`src/rtl/sc_pkg.sv`:
```
// Shared types and defaults for the stochastic bipolar decoder.
package sc_pkg;

  localparam int unsigned DATAWD_DEFAULT = 8;

  typedef enum logic [1:0] {
    Idle,
    Count,
    Done
  } sc_state_e;

endpackage

```
`src/rtl/sc_bi_decoder_if.sv`:
```
// Handshake/data bundle between a stream producer/consumer and the decoder.
interface sc_bi_decoder_if
  import sc_pkg::*;
#(
  parameter int unsigned DATAWD = DATAWD_DEFAULT
);

  logic              iStart;
  logic              iBit;
  logic              iBitEn;
  logic              iReady;
  logic              oBusy;
  logic              oValid;
  logic [DATAWD-1:0] oData;
  logic              oSat;

  modport master (
    output iStart, iBit, iBitEn, iReady,
    input  oBusy, oValid, oData, oSat
  );

  modport slave (
    input  iStart, iBit, iBitEn, iReady,
    output oBusy, oValid, oData, oSat
  );

endinterface

```
`src/rtl/sc_ones_counter.sv`:
```
// Counts accepted '1' bits; clear has priority over increment.
module sc_ones_counter #(
  parameter int unsigned Width = 9
) (
  input  logic             clk,
  input  logic             rst_n,
  input  logic             clr_i,
  input  logic             en_i,
  input  logic             inc_i,
  output logic [Width-1:0] cnt_o
);

  logic [Width-1:0] cnt_q, cnt_d;

  always_comb begin
    cnt_d = cnt_q;
    if (clr_i) begin
      cnt_d = '0;
    end else if (en_i && inc_i) begin
      cnt_d = cnt_q + Width'(1);
    end
  end

  always_ff @(posedge clk or negedge rst_n) begin
    if (!rst_n) begin
      cnt_q <= '0;
    end else begin
      cnt_q <= cnt_d;
    end
  end

  assign cnt_o = cnt_q;

endmodule

```
`src/rtl/sc_bi_decoder.sv`:
```
// Bipolar stochastic-stream decoder: counts ones over a 2^DATAWD-bit window and
// returns an offset-binary result with a saturation flag through a valid/ready hold.
module sc_bi_decoder
  import sc_pkg::*;
#(
  parameter int unsigned DATAWD = DATAWD_DEFAULT
) (
  input  logic                   clk,
  input  logic                   rst_n,
  sc_bi_decoder_if.slave         bus_io
);

  localparam int unsigned CntW = DATAWD + 1;

  sc_state_e         state_q;
  logic [DATAWD-1:0] win_q;
  logic [DATAWD-1:0] data_q;
  logic              sat_q;
  logic              busy_q;
  logic              valid_q;

  logic              ones_clr;
  logic              ones_en;
  logic [CntW-1:0]   ones_cnt;
  logic [CntW-1:0]   ones_fin;
  logic              win_last;

  // A new window starts from Idle, or straight out of Done when the result is taken.
  assign ones_clr = bus_io.iStart &&
                    ((state_q == Idle) || ((state_q == Done) && bus_io.iReady));
  assign ones_en  = (state_q == Count) && bus_io.iBitEn;
  assign ones_fin = ones_cnt + {{DATAWD{1'b0}}, bus_io.iBit};
  assign win_last = (win_q == {DATAWD{1'b1}});

  sc_ones_counter #(
    .Width (CntW)
  ) u_ones_counter (
    .clk   (clk),
    .rst_n (rst_n),
    .clr_i (ones_clr),
    .en_i  (ones_en),
    .inc_i (bus_io.iBit),
    .cnt_o (ones_cnt)
  );

  always_ff @(posedge clk or negedge rst_n) begin
    if (!rst_n) begin
      state_q <= Idle;
      win_q   <= '0;
      data_q  <= '0;
      sat_q   <= 1'b0;
      busy_q  <= 1'b0;
      valid_q <= 1'b0;
    end else begin
      unique case (state_q)
        Idle: begin
          if (bus_io.iStart) begin
            state_q <= Count;
            win_q   <= '0;
            busy_q  <= 1'b1;
          end
        end
        Count: begin
          if (bus_io.iBitEn) begin
            // Wraps to zero on the final bit of the window.
            win_q <= win_q + DATAWD'(1);
            if (win_last) begin
              state_q <= Done;
              data_q  <= ones_fin[DATAWD] ? {DATAWD{1'b1}} : ones_fin[DATAWD-1:0];
              sat_q   <= ones_fin[DATAWD];
              busy_q  <= 1'b0;
              valid_q <= 1'b1;
            end
          end
        end
        Done: begin
          if (bus_io.iReady) begin
            valid_q <= 1'b0;
            if (bus_io.iStart) begin
              state_q <= Count;
              win_q   <= '0;
              busy_q  <= 1'b1;
            end else begin
              state_q <= Idle;
            end
          end
        end
        default: begin
          state_q <= Idle;
          busy_q  <= 1'b0;
          valid_q <= 1'b0;
        end
      endcase
    end
  end

  assign bus_io.oBusy  = busy_q;
  assign bus_io.oValid = valid_q;
  assign bus_io.oData  = data_q;
  assign bus_io.oSat   = sat_q;

endmodule

```
`src/flat_wrapper.sv`:
```
// flat-port wrapper written by rule: the top's interface ports become plain ports
module sc_bi_decoder_flat import sc_pkg::*;
#(
  parameter int unsigned DATAWD = DATAWD_DEFAULT
)
  (clk, rst_n, bus_io_iStart, bus_io_iBit, bus_io_iBitEn, bus_io_iReady, bus_io_oBusy, bus_io_oValid, bus_io_oData, bus_io_oSat);
  sc_bi_decoder_if #(.DATAWD(DATAWD)) bus_io_i ();
  input  logic clk;
  input  logic rst_n;
  input wire logic [$bits(bus_io_i.iStart)-1:0] bus_io_iStart;
  input wire logic [$bits(bus_io_i.iBit)-1:0] bus_io_iBit;
  input wire logic [$bits(bus_io_i.iBitEn)-1:0] bus_io_iBitEn;
  input wire logic [$bits(bus_io_i.iReady)-1:0] bus_io_iReady;
  output wire logic [$bits(bus_io_i.oBusy)-1:0] bus_io_oBusy;
  output wire logic [$bits(bus_io_i.oValid)-1:0] bus_io_oValid;
  output wire logic [$bits(bus_io_i.oData)-1:0] bus_io_oData;
  output wire logic [$bits(bus_io_i.oSat)-1:0] bus_io_oSat;
  assign bus_io_i.iStart = bus_io_iStart;
  assign bus_io_i.iBit = bus_io_iBit;
  assign bus_io_i.iBitEn = bus_io_iBitEn;
  assign bus_io_i.iReady = bus_io_iReady;
  assign bus_io_oBusy = bus_io_i.oBusy;
  assign bus_io_oValid = bus_io_i.oValid;
  assign bus_io_oData = bus_io_i.oData;
  assign bus_io_oSat = bus_io_i.oSat;
  sc_bi_decoder #(.DATAWD(DATAWD)) u_core (.clk(clk), .rst_n(rst_n), .bus_io(bus_io_i));
endmodule
```
`config.mk`:
```
export PLATFORM = sky130hd
export DESIGN_NAME = sc_bi_decoder_flat
export DESIGN_NICKNAME = d
export VERILOG_FILES = /design/src/rtl/sc_pkg.sv /design/src/rtl/sc_bi_decoder_if.sv /design/src/rtl/sc_ones_counter.sv /design/src/rtl/sc_bi_decoder.sv /design/src/flat_wrapper.sv
export SDC_FILE = /design/constraint.sdc
export NUM_CORES = 1
export LEC_CHECK = 0
export ABC_AREA = 0
export CAP_MARGIN = 20
export CORE_UTILIZATION = 49
export CTS_BUF_LIST = sky130_fd_sc_hd__clkbuf_16
export DETAILED_ROUTE_END_ITERATION = 6
export GPL_ROUTABILITY_DRIVEN = 0
export GPL_TIMING_DRIVEN = 0
export MAX_ROUTING_LAYER = met4
export PLACE_DENSITY = 0.74
export SLEW_MARGIN = 20
export SYNTH_ARGS = -nofsm -noshare
export SYNTH_HDL_FRONTEND = slang
export SYNTH_SLANG_ARGS = --single-unit
```
`constraint.sdc`:
```
create_clock -name clk -period 1.6 [get_ports clk]
set_input_delay 0.4 -clock clk [delete_from_list [all_inputs] [get_ports clk]]
set_output_delay 0.4 -clock clk [all_outputs]
set_load 0.02 [all_outputs]
```
==> reports/metrics.cfg <==
[pwr]
ir_drop_mv = 0.831
power_mw = 2.40
sw_frac_of_total_pct = 29.3
leakagePower_nw = 0.953
power_frac_comb_pct = 22.9
p_clk_share_pct = 36.0
cellPowerDensity_nw_per_um2 = 1170
internal_power_mw = 1.70
p_sw_mw = 0.703
p_seq_share_pct = 41.1

[synth]
synth_top_area_cell = dfrtp_1
synth_top_area_share_pct = 49.3
avgSynthCellArea_um2 = 9.70
synthDistinctLibCells = 32
synth_cells = 157
yosys_warnings = 0
ys_ff_latch = 30
synthesis.area_um2 = 1520
syn_nets = 167
synth.area.top_cells = dfrtp_1, nor2_1, xnor2_1
synth_seq_area_share_pct = 49.3

[detailed_routing]
vias_per_cell = 5.51
wl_per_cell_um = 13.4
routed_wl_um = 3050
drt-initial-drc-count = 28
num_vias = 1250
firstDrtPassIters = 6
drcViolationCount = 2
ant_nets = 0

[layout]
final_util_pct = 71.9
layout_common_cells = dfrtp_1, nor2_1, buf_4
fin_area_um2 = 2050
drive_above_1_share_pct = 25.5
area.growth.synth_to_final_pct = 34.7
antenna_cells = 0
final_common_cell = dfrtp_1
fin_nets = 205
final_cell_count_no_fill = 227

[setup_path]
cp.arrival_ns = 1.78
cp-startpoint = bus_io_iStart
worstPathMaxFanout = 8
end_kind = register
cp_slowest_cell = or4_4
rrSetupSlack_ns = 0.03
worstReg2RegEnd = u_core.bus_io.oData[6]
reg2reg_depth = 7
r2r_start = u_core.u_ones_counter.cnt_o[0]
worstPathRequired_ns = 1.80
worstSetupPathType = primary input to register
slowest_delay_ns = 0.49
cp-start-kind = primary input
crit_chain = clkdlybuf4s50_1 -> nor2b_4 -> a21oi_4 -> or4_4 -> a21oi_2

[cts]
cts_tree = done
hold_buffers = 0
ctsRootBufferMaster = clkbuf_16
clock_latency_ns = 0.27
htree_levels = 2
clock_path_buffers = 2
cts.sinks = 30
cts_buffers = 5
clk_pin_slew_ns = 0.05

[floorplanning]
design.core.area_um2 = 2850
fp.dieArea_um2 = 3330
die_h_um = 57.7
io_pins = 17
fp-row-count = 19
start_util_pct = 53.4
die_w_um = 57.7

[placed_design]
dp_cells = 204
dpl_cell_area_um2 = 1740
dp_hpwl_um = 1950
port_buffers = 16

[global_routing]
grt_max_degree = 31
gr-usage-all-layers_pct = 20.3
grt_overflow_total = 0
grt_pass1_wl_um = 4970
antenna_found_initial = 0
grt_pass1_vias = 1109

[timing]
rsz0062_at_grt = yes
worst_pin_slew_ns = 0.659
setup_violations = 0
post-route-period-util_pct = 98.5
slew_headroom_pct = 56.1
timing.fmax_mhz = 635
skew_ns = 0.00239
min_period_ns = 1.58
slew_viol_final = 0
finalSetupTns_ns = 0
finalHoldViolCount = 0

[flow_run]
drv_cap = 0

[status]
status = finished, violations left
violations = design-rule violations

[hold_path]
hold_path_class = primary input to asynchronous set/reset pin

Yosys cell counts:
cell type  instances
and3b_2            1
xor2_1             7
a22o_1             1
and3_1             5
buf_4              3
nand2b_1           2
buf_6              2
o31ai_1            2
and2_0             1
nand3_2            1
clkbuf_1           1
nand2_1           13
and2b_4            1
nor3_1             3
a21oi_1           12
inv_1              2
a21oi_2            3
dfrtp_1           30
and4_1             2
nand4_1            3
nand3_1            7
buf_2              1
a21o_1             1
or3_1              4
nor2b_2            1
nor2_1            22
ha_1               4
and4b_1            1
or4_1              2
nand4b_1           1
o21ai_0           11
xnor2_1            7
repair_timing:
item | in CTS | in global routing
pin swaps | 1 | 2
gates resized for setup | 24 | 11
cloned | 0 | 1
endpoints found under the setup margin | 32 | 15
buffers inserted | 3 | 11
per-layer routing:
metal / up-vias / track usage [%] / wire length [um]
met4: 0 / 7.82 / 49
met1: 603 / 24.0 / 1300
li1: 618 / - / -
met2: 24 / 32.6 / 1590
met3: 5 / 6.25 / 114
met5: - / - / 0
logic make-up after synthesis:
family	Yosys count	synth area share, %
and+or+nand+nor	70	24.0
AOI/OAI and AO/OA	30	11.3
DFF	30	49.3
xor gates and xnor gates	14	8.05
buffers and inverters	9	4.03
adders and majority gates	4	3.29
state kept, by name, indices dropped and copies added (netlist names):
register / count
u_core.bus_io.oData: 8
u_core.bus_io.oValid: 1
u_core.win_q: 8
u_core.u_ones_counter.cnt_o: 9
u_core.bus_io.oSat: 1
u_core.state_q: 2
u_core.bus_io.oBusy: 1
worst max-delay path by stage:
stage / depth (start not counted) / endpoint
floorplan: 7 / u_core.bus_io.oData[0]
global placement: 8 / u_core.bus_io.oData[0]
CTS: 7 / u_core.bus_io.oData[4]
global route: 7 / u_core.bus_io.oData[0]
finish: 5 / u_core.win_q[5]
detailed placement: 8 / u_core.bus_io.oData[4]
critical path: cells and delay by family:
kind	cells	cell delay, ns
AOI/OAI and AO/OA	2	0.25
and+or+nand+nor	2	0.67
buffers and inverters	1	0.46
stage by stage:
stage	hold slack, ns	setup slack (ns)
final	0.158	0.0245
after detailed placement	0.468	-0.582
after global routing	0.218	-0.0238
after global placement	0.467	-0.563
after floorplan	0.104	0.0142
after CTS	0.178	0.00639
power groups by stage:
stage	Combinational, mW	Sequential [mW]	Clock, mW
after CTS	0.506	0.981	0.890
final	0.551	0.987	0.865
after detailed placement	0.455	0.997	0
after global routing	0.632	0.999	0.920
after global placement	0.434	0.989	0
after floorplan	0.356	0.977	0
layout make-up:
type | count | area, um2
Timing Repair Buffer | 31 | 260
Clock buffer | 5 | 125
Sequential cell | 30 | 752
Buffer | 7 | 55.1
Tap cell | 31 | 38.8
Fill cell | 215 | 802
Multi-Input combinational cell | 118 | 801
Inverter | 2 | 7.51
Clock inverter | 3 | 11.3
Power figures use the tool's default switching activity.
